--- src/rtl/regfile_countdown_ctrl.sv ---
// Walks register-file entries Base_Addr..Last_Addr (wrapping mod 16), counting each
// entry's value down to zero one Tick at a time and writing every decrement back.
module regfile_countdown_ctrl #(
  parameter int unsigned DATA_W = 8
) (
  input  logic              Clk,
  input  logic              Rst,
  input  logic              Start,
  input  logic              Abort,
  input  logic              Tick,
  input  logic [3:0]        Base_Addr,
  input  logic [3:0]        Last_Addr,
  output logic [3:0]        R_Addr,
  output logic              R_en,
  input  logic [DATA_W-1:0] R_Data,
  output logic [3:0]        W_Addr,
  output logic              W_en,
  output logic [DATA_W-1:0] W_Data,
  output logic              Busy,
  output logic              Done,
  output logic [3:0]        Cur_Addr,
  output logic [DATA_W-1:0] Cur_Value
);

  typedef enum logic [2:0] {
    IDLE,
    READ,
    COUNT,
    WRITE,
    NEXT,
    FINISH
  } state_t;

  state_t            state_q, state_d;
  logic [3:0]        ptr_q, ptr_d;
  logic [3:0]        last_q, last_d;
  logic [DATA_W-1:0] cur_q, cur_d;
  logic [DATA_W-1:0] cur_dec;
  logic              abort_run;

  assign cur_dec   = cur_q - DATA_W'(1);
  assign abort_run = Abort && (state_q != IDLE);

  always_ff @(posedge Clk) begin
    if (Rst) begin
      state_q <= IDLE;
      ptr_q   <= '0;
      last_q  <= '0;
      cur_q   <= '0;
    end else begin
      state_q <= state_d;
      ptr_q   <= ptr_d;
      last_q  <= last_d;
      cur_q   <= cur_d;
    end
  end

  always_comb begin
    state_d = state_q;
    ptr_d   = ptr_q;
    last_d  = last_q;
    cur_d   = cur_q;
    case (state_q)
      IDLE: begin
        if (Start && !Abort) begin
          ptr_d   = Base_Addr;
          last_d  = Last_Addr;
          state_d = READ;
        end
      end
      READ: begin
        cur_d   = R_Data;
        state_d = COUNT;
      end
      COUNT: begin
        if (Tick) state_d = (cur_q != '0) ? WRITE : NEXT;
      end
      WRITE: begin
        // Only reachable with a non-zero value, so zero is never decremented.
        cur_d   = cur_dec;
        state_d = COUNT;
      end
      NEXT: begin
        if (ptr_q == last_q) begin
          state_d = FINISH;
        end else begin
          ptr_d   = ptr_q + 4'd1;
          state_d = READ;
        end
      end
      FINISH: state_d = IDLE;
      default: state_d = IDLE;
    endcase
    // Abort freezes pointer and value so the display keeps the interrupted entry.
    if (abort_run) begin
      state_d = IDLE;
      ptr_d   = ptr_q;
      last_d  = last_q;
      cur_d   = cur_q;
    end
  end

  assign R_en      = (state_q == READ);
  assign R_Addr    = ptr_q;
  assign W_en      = (state_q == WRITE) && !Abort;
  assign W_Addr    = ptr_q;
  assign W_Data    = W_en ? cur_dec : '0;
  assign Busy      = (state_q != IDLE);
  assign Done      = (state_q == FINISH) && !Abort;
  assign Cur_Addr  = ptr_q;
  assign Cur_Value = cur_q;

endmodule

--- config.mk ---
export PLATFORM = sky130hd
export DESIGN_NAME = regfile_countdown_ctrl
export DESIGN_NICKNAME = d
export VERILOG_FILES = /design/src/rtl/regfile_countdown_ctrl.sv
export SDC_FILE = /design/constraint.sdc
export NUM_CORES = 1
export LEC_CHECK = 0
export CAP_MARGIN = 20
export CORE_ASPECT_RATIO = 1.1
export CORE_MARGIN = 5
export CORE_UTILIZATION = 43
export DETAILED_ROUTE_END_ITERATION = 8
export GPL_TIMING_DRIVEN = 0
export PLACE_DENSITY_LB_ADDON = 0.1
export SKIP_LAST_GASP = 1
export SYNTH_ARGS = -nofsm -noshare
export SYNTH_HDL_FRONTEND = slang
export SYNTH_SLANG_ARGS = --single-unit
--- constraint.sdc ---
create_clock -name Clk -period 3 [get_ports Clk]
set_clock_uncertainty 0.05 [all_clocks]
set_input_delay 0.75 -clock Clk [delete_from_list [all_inputs] [get_ports Clk]]
set_output_delay 0.75 -clock Clk [all_outputs]
set_load 0.05 [all_outputs]
# Word-level counts from Yosys, hierarchy flattened
# Cells that the tools add are included.
dict set report word_totals {
  regBits 19
  input_bits 21
  output_inout_bits 32
  word_cells 42
}
dict set report classes {
  addsub 2
  n_eq_ne 9
  muxes 10
  n_bitwise 1
  n_reduce_logical 16
}
# op n
set op_table {}
lappend op_table {{case mux 8 bit (2 select lines)} 1}
lappend op_table {{2-to-1 mux 3 bit} 4}
lappend op_table {{case mux 3 bit (4 select lines)} 1}
lappend op_table {{2-to-1 mux 4 bit} 2}
lappend op_table {{2-to-1 mux 8 bit} 1}
lappend op_table {{case mux 4 bit (2 select lines)} 1}
lappend op_table {{nonzero test 8 bit} 1}
lappend op_table {{subtractor 8 x 1 -> 8 bit, second input constant} 1}
lappend op_table {{== test 3 x 2 -> 1 bit, second input constant} 2}
lappend op_table {{== test 3 bit, second input constant} 2}
lappend op_table {{inequality test 2 bit, second input constant} 3}
lappend op_table {{adder 4 x 1 -> 4 bit, second input constant} 1}
lappend op_table {{== test 4 bit} 1}
lappend op_table {{logical AND 1 bit} 4}
lappend op_table {{AND reduction 2 bit} 2}
lappend op_table {{AND reduction 4 bit} 1}
lappend op_table {{nonzero test 2 bit} 2}
lappend op_table {{OR reduction 2 bit} 2}
lappend op_table {{== test 3 x 1 -> 1 bit, second input constant} 1}
lappend op_table {{logical NOT 3 bit} 1}
lappend op_table {{AND reduction 3 bit} 1}
lappend op_table {{nonzero test 3 bit} 1}
lappend op_table {{logical NOT 1 bit} 1}
lappend op_table {{inverter 1 bit} 1}

# Logic depth before layout (Yosys ltp)
# Gate-level depths: netlist (run 1).
dict set report depth {
  word_depth 4
  mapped_depth 6
  ltp_nobuf 6
}

# Worst setup path after synthesis (run 1)
# OpenSTA, ideal clock, no wires.
dict set report synth_timing {
  kind {register to output}
  startpoint {reg cur_q[2], in the netlist Cur_Value[2]}
  endpoint {out W_Data[7]}
  arrival_time_ps 2488
  required_time_ps 2200
  slack_ps -288
  stages_incl_launch_ff 5
  path_buffers 1
  cell_sequence {dfxtp_1 buf_6 or4_4 or4_4 a21oi_1}
}
dict set report synth_between {
  elab_chain_cells 2
}
# item line
set synth_lines {}
lappend synth_lines {{from (decl)} 37} ;# logic [DATA_W-1:0] cur_q, cur_d;
lappend synth_lines {{from (signal assigned)} 54} ;# cur_q <= cur_d;
lappend synth_lines {{subtractor 8 x 1 -> 8 bit} 41} ;# assign cur_dec = cur_q - DATA_W'(1);
lappend synth_lines {{2-to-1 mux 8 bit} 107} ;# assign W_Data = W_en ? cur_dec : '0;
lappend synth_lines {{to (decl)} 18} ;# output logic [DATA_W-1:0] W_Data,
# Every way passes these cells.

# Final worst setup path (run 1)
# Same ends and word-level chain as after synthesis.

==> flow_summary.json, run 1 <==
{
  "multi_input_area_sq_um": 836,
  "worst-path-max-fanout": 7,
  "vdd_drop_max_v": 0.000195,
  "root_buffer": "clkbuf_4",
  "clock-sinks": 19,
  "hold_class": "reg2reg",
  "drt_iter0_markers": 57,
  "synth_nets": 189,
  "num_rows": 21,
  "worstSetupPathType": "reg2out",
  "grt_overflow": 0,
  "track_usage": 0.170,
  "drtAntennaViolNets": 0,
  "async_flop_share": 0,
  "clkTransAtPathRegs_ns": 0.12,
  "regArea_sq_um": 382,
  "ff2ff_path_depth": 4,
  "worstSetupEndpointType": "output port",
  "avgSynthCellArea_sq_um": 8.14,
  "outcome": "complete, no violations",
  "drive_gt1_frac": 0.164,
  "r2r_setup_slack_ns": 1.12,
  "synthCells": 165,
  "finalSetupViolations": 0,
  "grt_pass1_wl_mm": 5.99,
  "worst_slack_ns": 0.125,
  "nets": 245,
  "worstMarginPinSlew_ns": 0.801,
  "fin_setup_tns_ns": 0,
  "cp-start-kind": "flip-flop",
  "rr_startpoint": "Cur_Addr[0]",
  "fmax_mhz": 348,
  "insertion_delay_ns": 0.30,
  "fin_crit_ns": 2.87,
  "synth-simple-area-share": 0.272,
  "synth_edf_count": 0,
  "slew_headroom": 0.462,
  "finalCritPeriodShare": 0.958,
  "clk_path_buf_depth": 2,
  "vias_per_cell": 5.43,
  "n_antenna_cell": 0,
  "area_growth_pct": 42.6,
  "placed_area_sq_um": 1910,
  "fillCellCount": 280,
  "htree_levels": 1,
  "synth_top_family_by_area": "simple AND/OR/NAND/NOR gates",
  "drv_cap": 0,
  "vias": 1378,
  "p_leak_nw": 0.787,
  "start_util": 0.444,
  "grt_pass1_vias": 1344,
  "die_h_um": 68.6,
  "wl_per_cell_um": 14.2,
  "synth_xor_area_frac": 0.0457,
  "pin_count": 53,
  "fin_area_sq_um": 1910,
  "worstPathRequired_ns": 2.20,
  "finalMaxSlewViolations": 0,
  "first_pass_iters": 6,
  "rsz0062_at_grt": "no",
  "synth_adder_area_share": 0.0280,
  "place_congestion": 0.884,
  "die_area_sq_um": 4340,
  "pwr_density_cell_nw_per_um2": 319,
  "critPathCapture": "W_Data[7]",
  "ys_ff_latch": 19,
  "ys.flop_type": "dfxtp_1",
  "design.core.area_sq_um": 3020,
  "drc": 0,
  "cp-startpoint": "Cur_Value[2]",
  "muxShareOfSynthArea": 0.0596,
  "hpwl_mm": 2.75,
  "yosysWarnings": 0,
  "syn_area_sq_um": 1340,
  "cts_tree": "built",
  "post-cts-setup-buffers": 0,
  "die_x_um": 63.3,
  "finalHoldViolCount": 0,
  "reg2reg_to": "Cur_Addr[1]",
  "synth_compound_area_frac": 0.213,
  "io_buffers": 52,
  "cts_buffers": 3,
  "routed_wl_mm": 3.61,
  "antenna_found_initial": 0,
  "synthDistinctLibCells": 40,
  "worstPathArrival_ns": 2.07,
  "grt_start_max_net_pins": 12,
  "post-place-ws_ns": -0.884,
  "seq_area_frac_synth": 0.283
}
-- power by group --
group	internal (mW)	leakage (nW)	total, mW	switching [mW]
Clock	0.0496	0.0177	0.134	0.0848
Combinational	0.0873	0.614	0.200	0.113
Sequential	0.263	0.155	0.277	0.0145
Total	0.400	0.787	0.612	0.212
-- Yosys cell counts (2+ instances only) --
cell type,n,share of area
a2111o_1,3,0.025
a211oi_1,9,0.050
a21oi_1,5,0.019
and2_1,2,0.0093
and3b_1,2,0.013
buf_4,8,0.045
clkbuf_1,10,0.028
dfxtp_1,19,0.28
ha_1,3,0.028
inv_1,6,0.017
mux2i_1,8,0.060
nand2_1,7,0.020
nand2b_1,3,0.014
nand3b_1,4,0.022
nor2_1,20,0.056
nor2b_1,3,0.014
nor3_1,8,0.030
nor3b_1,2,0.011
nor3b_2,2,0.019
o21a_1,4,0.022
o21ai_0,8,0.030
o21ai_1,4,0.015
or3_1,2,0.0093
or4_4,2,0.017
xor2_1,6,0.039
-- registers in the layout (all words and copies together) (netlist names) --
name / flops
state_q: 3
last_q: 4
Cur_Addr: 4
Cur_Value: 8
-- through the flow --
stage | hold slack (ns) | power [mW] | instances | util
after floorplan | 0.434 | 0.411 | 165 | -
after global routing | 0.506 | 0.643 | 254 | 0.634
after detailed placement | 0.461 | 0.484 | 251 | 0.632
after CTS | 0.491 | 0.616 | 254 | 0.638
final | 0.495 | 0.612 | 254 | 0.634
after global placement | 0.450 | 0.481 | 251 | 0.632
-- cell usage in the layout (no fill, tap or decap), types with 3 or more instances in the layout --
cell / instances
clkbuf_2: 9
o21ai_1: 4
a2111o_1: 3
o21ai_0: 8
nor2_1: 20
a211oi_1: 9
nand3b_1: 4
clkdlybuf4s15_2: 3
ha_1: 3
nor3_1: 8
dfxtp_1: 18
o21a_1: 4
clkbuf_1: 6
clkbuf_4: 3
nor2b_1: 3
a21oi_1: 4
nand2b_1: 3
xor2_1: 6
mux2i_1: 8
inv_1: 6
clkdlybuf4s50_1: 39
buf_4: 8
nand2_1: 7
-- worst min path at each step --
| stage | slack (ns) | start | cells after the start | endpoint |
|---|---|---|---|---|
| 2_1_floorplan | 0.43 | last_q[0] | 2 | last_q[0] |
| 3_3_place_gp | 0.45 | last_q[2] | 2 | last_q[2] |
| 3_5_place_dp | 0.46 | last_q[2] | 2 | last_q[2] |
| 4_1_cts | 0.49 | last_q[2] | 2 | last_q[2] |
| 5_1_grt | 0.51 | last_q[2] | 2 | last_q[2] |
| 6_report | 0.49 | last_q[1] | 2 | last_q[1] |
-- logic make-up (layout without fill, tap and decap cells) --
kind of cell               after synthesis  count (layout)
AOI/OAI and AO/OA                       41              41
and+or+nand+nor                         62              62
xor gates and xnor gates                 7               7
buffers and inverters                   25              80
adders and majority gates                3               3
DFF                                     19              19
muxes                                    8               8
-- critical path, cell delays in order (launching register included) --
cell and delay (ns):
dfxtp_2 0.35, buf_6 0.13, or4_4 0.52, or4_4 0.45
a21oi_2 0.15, buf_6 0.17
-- cell type report --
cell class	count	area share
Inverter	6	0.0118
Multi-Input combinational cell	121	0.437
Clock inverter	1	0.00261
Tap cell	34	0.0222
Timing Repair Buffer	52	0.259
Sequential cell	19	0.199
Clock buffer	3	0.0118
Buffer	18	0.0569
-- repair_timing --
action                                  4_1_cts  5_1_grt
gates resized for setup                      27       19
pin swaps                                     0        2
hold buffers                                  0        0
endpoints found under the setup margin       11       10
-- metal layers --
layer | track usage | vias to the layer above | routed length (um)
met5 | 0 | - | 0
met4 | 0.0468 | 0 | 16
met3 | 0.0421 | 2 | 253
met2 | 0.327 | 48 | 1840
met1 | 0.186 | 635 | 1500
li1 | - | 693 | -
(Power assumes the default switching activity.)
==> run 2, diff against run 1 <==
Settings changed: ABC_AREA set to 1, SLEW_MARGIN set to 20.
==> run 2 against run 1 <==
- die area is 1.7% lower
- largest power group is now combinational logic
- worst setup slack got worse by 0.023 ns
- critical endpoint is now W_Data[4]
- clock power is essentially flat
- critical path type is now in2out
- wire length down 7.0%
==> flow_summary.json, run 2 <==
{
  "async_flop_share": 0,
  "drtAntennaViolNets": 0,
  "seq_area_frac_synth": 0.289,
  "ctsHoldBuffers": 0,
  "slew_headroom": 0.655,
  "finalCritPeriodShare": 0.966,
  "hold_path_depth": 2,
  "rr_startpoint": "state_q[1]",
  "finalMaxSlewViolations": 0,
  "cts_buffers": 3,
  "die_area_sq_um": 4270,
  "pwr_density_cell_nw_per_um2": 409,
  "holdPathEnd": "last_q[1]",
  "drc": 0,
  "synthCells": 206,
  "vdd_drop_max_v": 0.000238,
  "insertion_delay_ns": 0.29,
  "io_buffers": 52,
  "p_leak_nw": 0.844,
  "worstSetupPathType": "in2out",
  "intPower_uw": 462,
  "synth.most_common_cell": "nand2_1",
  "drv_cap": 0,
  "yosysWarnings": 0,
  "syn_area_sq_um": 1320,
  "r2r_setup_slack_ns": 1.60,
  "synth_edf_count": 0,
  "nets": 287,
  "fillCellCount": 294,
  "grt_overflow": 0,
  "crit_chain": "clkdlybuf4s50_1 -> buf_2 -> nor2_1 -> clkdlybuf4s18_2",
  "finalSetupViolations": 0,
  "start_util": 0.439,
  "rsz0062_at_grt": "no",
  "ff2ff_path_depth": 7,
  "worstMarginPinSlew_ns": 0.516,
  "grt_pass1_wl_mm": 5.42,
  "clk_path_buf_depth": 2,
  "die_h_um": 68.0,
  "dp.cells": 292,
  "fmax_mhz": 345,
  "fin_area_sq_um": 1920,
  "worstHoldStart": "last_q[1]",
  "n_antenna_cell": 0,
  "clkTransAtPathRegs_ns": 0.11,
  "hold_class": "reg2reg",
  "area_growth_pct": 45.8,
  "synthDistinctLibCells": 30,
  "hpwl_mm": 2.58,
  "power_frac_seq": 0.382,
  "antenna_found_initial": 0,
  "track_usage": 0.156,
  "first_pass_iters": 4,
  "worst-path-max-fanout": 10,
  "ys_ff_latch": 19,
  "outcome": "complete, no violations",
  "power.share.switching": 0.411,
  "design.core.area_sq_um": 3000,
  "placed_area_sq_um": 1890,
  "cp-start-kind": "primary input",
  "fin_crit_ns": 2.90,
  "die_x_um": 62.8,
  "clock-sinks": 19,
  "htree_levels": 1,
  "grt_start_max_net_pins": 11,
  "worstSetupEndpointType": "output port",
  "cts_tree": "built",
  "pwr-share-clk": 0.168,
  "crit_slowest_cell": "clkdlybuf4s50_1",
  "wl_per_cell_um": 11.3,
  "grt_pass1_vias": 1197,
  "drt_iter0_markers": 89,
  "yosys-top-cells-count": "41 x nand2_1, 30 x nor2_1, 26 x inv_1, 21 x a21oi_1, 19 x dfxtp_1",
  "fin_cells": 296,
  "vias": 1450,
  "final_common_cell": "clkdlybuf4s50_1",
  "drive_gt1_frac": 0.153,
  "finalHoldViolCount": 0,
  "num_rows": 21,
  "avgSynthCellArea_sq_um": 6.39,
  "root_buffer": "clkbuf_4",
  "combPwrFrac": 0.450,
  "synth_top_area_frac": 0.289,
  "p_sw_uw": 323,
  "largest_reg_flops": 8,
  "synth_area_leaders": "dfxtp_1 29%, nand2_1 12%, nor2_1 8.6%",
  "cpPeakStageDelay_ns": 0.62,
  "reg2reg_to": "state_q[2]",
  "worstPathArrival_ns": 2.10,
  "synth_nets": 230,
  "vias_per_cell": 4.90,
  "ys.flop_type": "dfxtp_1",
  "place_congestion": 0.874,
  "final_cell_mix": "42 x clkdlybuf4s50_1, 41 x nand2_1, 30 x nor2_1",
  "worstPathRequired_ns": 2.20,
  "synth_top_area_cell": "dfxtp_1",
  "pin_count": 53,
  "cp-startpoint": "Abort",
  "routed_wl_mm": 3.35
}
[run 2: cells by family (layout without fill, tap and decap cells)]
logic type	count (synthesis)	count (layout)	synth area share
AOI/OAI and AO/OA	44	44	0.188
xor gates and xnor gates	2	2	0.0133
adders and majority gates	3	3	0.0285
buffers and inverters	40	96	0.145
DFF	19	19	0.289
and+or+nand+nor	98	98	0.336
[run 2: layer usage]
metal | global-route usage | up-vias | part of all wire
li1 | - | 769 | -
met1 | 0.186 | 635 | 0.43
met2 | 0.288 | 42 | 0.50
met3 | 0.0263 | 4 | 0.065
met4 | 0.0477 | 0 | 0.0081
met5 | 0 | - | 0
[run 2: critical path, delay by kind of cell]
kind / cells / cell delay (ns)
buffers and inverters: 3 / 1.26
and+or+nand+nor: 1 / 0.08
[run 2: worst max-delay path by stage]
stage | endpoint | slack (ns) | cells after the start
final | W_Data[4] | 0.10 | 4
after global routing | W_Data[4] | 0.009 | 4
after CTS | Done | -0.05 | 4
after detailed placement | Done | -0.54 | 4
after global placement | Done | -0.56 | 4
after floorplan | Done | 0.27 | 2
[run 2: power by group through the flow]
stage	Sequential (mW)	Combinational [mW]	Clock [mW]
after floorplan	0.347	0.203	0
final	0.300	0.353	0.131
after global placement	0.306	0.352	0
after detailed placement	0.306	0.353	0
after global routing	0.304	0.383	0.145
after CTS	0.300	0.356	0.134
[run 2: metrics by stage]
step | utilization | hold WS, ns | setup WS [ns] | TNS (ns) | total power [mW]
2_1_floorplan | - | 0.393 | 0.275 | 0 | 0.550
3_3_place_gp | 0.631 | 0.404 | -0.560 | -4.73 | 0.658
3_5_place_dp | 0.631 | 0.409 | -0.542 | -4.51 | 0.659
4_1_cts | 0.645 | 0.426 | -0.0454 | -0.0454 | 0.790
5_1_grt | 0.641 | 0.448 | 0.00939 | 0 | 0.832
6_report | 0.641 | 0.422 | 0.103 | 0 | 0.784
[run 2: area by class of cell]
class                   count  area (sq um)  area share
repair buffers             52           522       0.272
clock buffers               4          26.3      0.0137
plain buffers              12          87.6      0.0456
inverters                  28           105      0.0548
flip-flops and latches     19           380       0.198
multi-input cells         147           756       0.394
well taps                  34          42.5      0.0222
[run 2: what timing repair did]
item | CTS | global route
setup buffers | 0 | 0
gates resized for setup | 32 | 7
endpoints found under the setup margin | 10 | 5
